[src/rtl/multicycle_ctrl.sv]
// multicycle_ctrl
// ---------------------------------------------------------------------------
// Sequencing controller for the multicycle RISC-V datapath. Each instruction
// is stepped through FETCH, DECODE, EXEC, MEM and WB over several clocks, and
// every datapath enable and mux select is decoded from the state register
// and the opcode latched in DECODE.
//
// Memory handshake: in FETCH and MEM the controller holds mem_read or
// mem_write high and stable; the access completes in any cycle where
// mem_ready=1 is seen together with the request. If the access has not
// completed after MEM_TIMEOUT cycles of waiting, mem_err pulses for one
// cycle, the request is dropped in that same cycle, and the controller
// returns to FETCH without retiring the instruction.
//
// Optional feature: define MULTICYCLE_CTRL_ILLEGAL_TRAP_EN to send unknown
// opcodes to a sticky TRAP state (left only through arst). When the macro is
// undefined, unknown opcodes retire as a NOP and TRAP is unreachable.
//
// Parameters:
//   MEM_TIMEOUT  max cycles waiting for mem_ready in FETCH/MEM (2..255)
// Ports:
//   clk         clock, rising edge
//   arst        asynchronous active-high reset
//   opcode      instr[6:0] from the instruction register (sampled in DECODE)
//   alu_zero    ALU zero flag (BRANCH_EQ in EXEC)
//   mem_ready   memory completes the current access this cycle
//   pc_write, ir_write, i_or_d, mem_read, mem_write, mem_2_reg, reg_write,
//   alu_src, alu_op[1:0], branch, jump   datapath controls
//   instr_done  one-cycle pulse when an instruction retires
//   mem_err     one-cycle pulse on memory timeout
//   state[2:0]  current state (IDLE=0 .. TRAP=6), for debug
// ---------------------------------------------------------------------------
module multicycle_ctrl #(
    parameter int MEM_TIMEOUT = 16
) (
    input  logic       clk,
    input  logic       arst,
    input  logic [6:0] opcode,
    input  logic       alu_zero,
    input  logic       mem_ready,
    output logic       pc_write,
    output logic       ir_write,
    output logic       i_or_d,
    output logic       mem_read,
    output logic       mem_write,
    output logic       mem_2_reg,
    output logic       reg_write,
    output logic       alu_src,
    output logic [1:0] alu_op,
    output logic       branch,
    output logic       jump,
    output logic       instr_done,
    output logic       mem_err,
    output logic [2:0] state
);

    localparam logic [6:0] OP_ALU_R  = 7'b0110011;
    localparam logic [6:0] OP_ALU_I  = 7'b0010011;
    localparam logic [6:0] OP_LOAD   = 7'b0000011;
    localparam logic [6:0] OP_STORE  = 7'b0100011;
    localparam logic [6:0] OP_BEQ    = 7'b1100011;
    localparam logic [6:0] OP_JUMP   = 7'b1101111;

    localparam logic [7:0] WAIT_LAST = 8'(MEM_TIMEOUT - 1);

    typedef enum logic [2:0] {
        S_IDLE   = 3'd0,
        S_FETCH  = 3'd1,
        S_DECODE = 3'd2,
        S_EXEC   = 3'd3,
        S_MEM    = 3'd4,
        S_WB     = 3'd5,
        S_TRAP   = 3'd6
    } state_t;

    state_t     r_state;
    state_t     w_next;
    logic [6:0] r_opcode;
    logic [7:0] r_wait;
    logic       r_idle_seen;   // IDLE has already spanned one edge
    logic       w_waiting;
    logic       w_timeout;

    assign w_waiting = ((r_state == S_FETCH) || (r_state == S_MEM)) && !mem_ready;
    assign w_timeout = w_waiting && (r_wait == WAIT_LAST);

    // State register, latched opcode, wait counter.
    always_ff @(posedge clk or posedge arst) begin
        if (arst) begin
            r_state     <= S_IDLE;
            r_opcode    <= 7'd0;
            r_wait      <= 8'd0;
            r_idle_seen <= 1'b0;
        end else begin
            r_state     <= w_next;
            r_idle_seen <= (r_state == S_IDLE);
            if (r_state == S_DECODE) begin
                r_opcode <= opcode;
            end
            // A timeout restarts FETCH from scratch, so it clears the
            // counter even though FETCH->FETCH is not a state change.
            if ((w_next != r_state) || mem_ready || w_timeout) begin
                r_wait <= 8'd0;
            end else if (w_waiting) begin
                r_wait <= r_wait + 8'd1;
            end
        end
    end

    // Next state and output decode.
    always_comb begin
        w_next     = r_state;
        pc_write   = 1'b0;
        ir_write   = 1'b0;
        i_or_d     = 1'b0;
        mem_read   = 1'b0;
        mem_write  = 1'b0;
        mem_2_reg  = 1'b0;
        reg_write  = 1'b0;
        alu_src    = 1'b0;
        alu_op     = 2'b00;
        branch     = 1'b0;
        jump       = 1'b0;
        instr_done = 1'b0;
        mem_err    = 1'b0;

        case (r_state)
            S_IDLE: begin
                if (r_idle_seen) begin
                    w_next = S_FETCH;
                end
            end

            S_FETCH: begin
                mem_read = 1'b1;
                if (mem_ready) begin
                    ir_write = 1'b1;
                    pc_write = 1'b1;
                    w_next   = S_DECODE;
                end else if (w_timeout) begin
                    mem_read = 1'b0;
                    mem_err  = 1'b1;
                    w_next   = S_FETCH;
                end
            end

            S_DECODE: begin
                w_next = S_EXEC;
            end

            S_EXEC: begin
                case (r_opcode)
                    OP_ALU_R: begin
                        alu_op = 2'b10;
                        w_next = S_WB;
                    end
                    OP_ALU_I: begin
                        alu_op  = 2'b10;
                        alu_src = 1'b1;
                        w_next  = S_WB;
                    end
                    OP_LOAD, OP_STORE: begin
                        alu_src = 1'b1;
                        w_next  = S_MEM;
                    end
                    OP_BEQ: begin
                        alu_op     = 2'b01;
                        branch     = 1'b1;
                        pc_write   = alu_zero;
                        instr_done = 1'b1;
                        w_next     = S_FETCH;
                    end
                    OP_JUMP: begin
                        jump       = 1'b1;
                        pc_write   = 1'b1;
                        reg_write  = 1'b1;
                        instr_done = 1'b1;
                        w_next     = S_FETCH;
                    end
                    default: begin
`ifdef MULTICYCLE_CTRL_ILLEGAL_TRAP_EN
                        w_next = S_TRAP;
`else
                        instr_done = 1'b1;
                        w_next     = S_FETCH;
`endif
                    end
                endcase
            end

            S_MEM: begin
                // Only LOAD and STORE reach MEM.
                i_or_d  = 1'b1;
                alu_src = 1'b1;
                if (r_opcode == OP_LOAD) begin
                    mem_read = 1'b1;
                end else begin
                    mem_write = 1'b1;
                end
                if (mem_ready) begin
                    if (r_opcode == OP_LOAD) begin
                        w_next = S_WB;
                    end else begin
                        instr_done = 1'b1;
                        w_next     = S_FETCH;
                    end
                end else if (w_timeout) begin
                    mem_read  = 1'b0;
                    mem_write = 1'b0;
                    mem_err   = 1'b1;
                    w_next    = S_FETCH;
                end
            end

            S_WB: begin
                reg_write  = 1'b1;
                instr_done = 1'b1;
                w_next     = S_FETCH;
                case (r_opcode)
                    OP_LOAD:  mem_2_reg = 1'b1;
                    OP_ALU_R: alu_op = 2'b10;
                    OP_ALU_I: begin
                        alu_op  = 2'b10;
                        alu_src = 1'b1;
                    end
                    default: ;
                endcase
            end

            S_TRAP: begin
                w_next = S_TRAP;
            end

            default: begin
                w_next = S_IDLE;
            end
        endcase
    end

    assign state = r_state;

endmodule
[config.mk]
export PLATFORM = sky130hd
export DESIGN_NAME = multicycle_ctrl
export DESIGN_NICKNAME = d
export VERILOG_FILES = /design/src/rtl/multicycle_ctrl.sv
export SDC_FILE = /design/constraint.sdc
export NUM_CORES = 1
export LEC_CHECK = 0
export BUFFER_PORTS_ARGS = -buffer_cell sky130_fd_sc_hd__buf_2
export CAP_MARGIN = 20
export CORE_MARGIN = 3
export CORE_UTILIZATION = 25
export DETAILED_ROUTE_END_ITERATION = 16
export SYNTH_ARGS = -nofsm -noshare
export SYNTH_HDL_FRONTEND = slang
export SYNTH_SLANG_ARGS = --single-unit
[constraint.sdc]
create_clock -name clk -period 2.22 [get_ports clk]
set_input_delay 0.444 -clock clk [delete_from_list [all_inputs] [get_ports clk]]
set_output_delay 0.444 -clock clk [all_outputs]
set_load 0.01 [all_outputs]
==> impl_metrics.json <==
{
  "status": "finished clean",
  "grt_start_max_net_pins": 20,
  "htree_num_levels": 1,
  "hold_buffers": 0,
  "synth_top_family_by_area": "simple AND/OR/NAND/NOR gates",
  "die_w_um": 73.3,
  "setup_viol": 0,
  "rsz0062_at_grt": "true",
  "cp_slowest_cell": "or4_4",
  "clkLatencyLatePin_ps": 260,
  "cp.depth": 4,
  "slowest_delay_ps": 530,
  "maxCapViolCount": 0,
  "wl_um": 2890,
  "postSynthCellCount": 120,
  "synthMuxAreaShare_pct": 5.97,
  "ys_seq_area_share_pct": 42.0,
  "p_leak_nw": 0.721,
  "clockBufferDepth": 2,
  "synth_ff_type": "dfrtp_1",
  "core-area_mm2": 0.00417,
  "root_buffer": "clkbuf_8",
  "synth_top_area_share_pct": 42.0,
  "final_area_mm2": 0.00145,
  "cp.required_ps": 1780,
  "final.period_utilization_pct": 97.6,
  "syn_area_mm2": 0.00113,
  "io_pins": 28,
  "grt_pass1_vias": 1019,
  "overflow": 0,
  "postRouteAntennaNets": 0,
  "synth.top_cells.by_count": "19 x dfrtp_1, 14 x nor2_1, 10 x nand2_1",
  "start_util_pct": 27.1,
  "cp-end-kind": "primary output",
  "critPathArrivalTime_ps": 1720,
  "hold_viol": 0,
  "cp_top_family": "simple AND/OR/NAND/NOR gates",
  "grt_pass1_wl_um": 4730,
  "syn_avg_cell_area_um2": 9.43,
  "clock.fmax_mhz": 462,
  "row_count": 23,
  "antenna_found_initial": 0,
  "startpoint_type": "flop",
  "n_antenna_cell": 0,
  "numPortBuffers": 27,
  "ys_warn_count": 0,
  "numClockSinks": 19,
  "synthXorXnorAreaFrac_pct": 6.86,
  "postPlaceCellArea_mm2": 0.00134,
  "max_slew_margin_pct": 48.7,
  "grt_usage_pct": 11.4,
  "synth.most_common_cell": "dfrtp_1",
  "drive_gt1_share_pct": 32.9,
  "clk_pin_slew_ps": 70,
  "drc": 0,
  "ff2ff_path_depth": 6,
  "synth_top_area_cell": "dfrtp_1",
  "cts_made_buffers": 3,
  "synth_compound_area_share_pct": 11.2,
  "path_class": "flop to primary output",
  "synth_cell_type_count": 41,
  "area_growth_syn_to_layout_pct": 28.3,
  "wire_per_inst_um": 13.9,
  "async_flop_share_pct": 100,
  "synth_edf_count": 0,
  "hp-class": "primary input to async pin",
  "crit_path_max_fanout": 5,
  "worst_pin_slew_ps": 769,
  "vias": 1008,
  "path_cells": "or4_4 > nand4b_4 > and3_4 > buf_6",
  "layout_min_cycle_time_ps": 2170,
  "cellPowerDensity_mw_per_mm2": 1000,
  "synth_area_leaders": "dfrtp_1 42%, mux2_1 6.0%, xor2_1 5.4%",
  "routed_via_density": 4.85,
  "cts_tree": "built",
  "die_y_um": 73.3,
  "cp_num_buf_inv": 1,
  "fillers": 427,
  "routabilityCongestion": 0.798,
  "dieArea_mm2": 0.00537,
  "final_util_pct": 34.8,
  "drtIter0Drc": 53,
  "synthSimpleGateAreaFrac_pct": 29.6,
  "synth_fa_ha_area_share_pct": 1.11,
  "syn-num-nets": 132,
  "synth.ff_latch_count": 19,
  "slew_violations": 0,
  "max-vdd-ir-drop_v": 0.000472,
  "dr.pass1.iters": 4,
  "nNetsFinal": 171,
  "clock-skew-final_ps": 3.83,
  "fin_total_pwr_mw": 1.45,
  "hpwlAfterDp_um": 2130
}
-- layout make-up --
cell class / instances / area (um2) / share of cell area [%]
multi-input cells: 93 / 629 / 43.4
flip-flops and latches: 19 / 479 / 33.0
repair buffers: 37 / 216 / 14.9
well taps: 50 / 62.6 / 4.31
clock buffers: 4 / 45.0 / 3.10
inverters: 5 / 18.8 / 1.29
-- through the flow --
step / std cells / worst slack, ps / hold WS (ps) / setup TNS, ps
3_3_place_gp: 198 / 315 / 472 / 0
3_5_place_dp: 198 / 311 / 475 / 0
5_1_grt: 208 / -5.52 / 379 / -8.23
2_1_floorplan: 120 / 391 / 395 / 0
6_report: 208 / 53.2 / 318 / 0
4_1_cts: 202 / 8.59 / 354 / 0
-- worst paths after layout --
check,startpoint,to,slack [ps]
max in group asynchronous,arst,state[1],1370
setup reg to reg,r_wait[4],r_wait[7],420
setup / recovery,r_wait[4],mem_read,50
min in group clk,opcode[6],r_opcode[6],400
hold reg to reg,r_opcode[1],r_opcode[1],490
hold / removal,arst,r_opcode[4],320
-- what timing repair did --
item,in CTS,in global routing
gates resized for setup,0,7
endpoints found under the setup margin,0,8
buffers inserted,0,6
-- per-layer routing --
metal  GRT usage [%]  part of all wire (%)
met5               0                     0
met4            2.25                  0.31
met3            3.83                   5.9
met2            19.3                    50
met1            14.1                    44
-- flip-flops by register name, indices dropped and copies added, names as in the netlist --
signal       cells
r_idle_seen      1
state            3
r_opcode         7
r_wait           8
-- cells by family (layout without fill, tap and decap cells) --
family | count (synthesis) | count (layout)
DFF | 19 | 19
buffers and inverters | 8 | 46
muxes | 6 | 6
xor gates and xnor gates | 8 | 8
adders and majority gates | 1 | 1
and+or+nand+nor | 59 | 59
AOI/OAI and AO/OA | 19 | 19
-- where the power goes --
group          total [mW]  switching (mW)  internal (mW)
Clock               0.244           0.116          0.128
Combinational       0.625           0.344          0.281
Sequential          0.585           0.136          0.449
-- cells in the final DEF, fill, tap and decap left out, types with 5 or more instances in the layout --
cell type  instances
buf_2             26
dfrtp_1           16
nor2_1            14
nand2_1           10
buf_4             10
xor2_1             7
mux2_1             6
o21ai_1            6
nand3_1            5
nor3_1             5
Note: power is estimated with default switching activity, not from simulation.
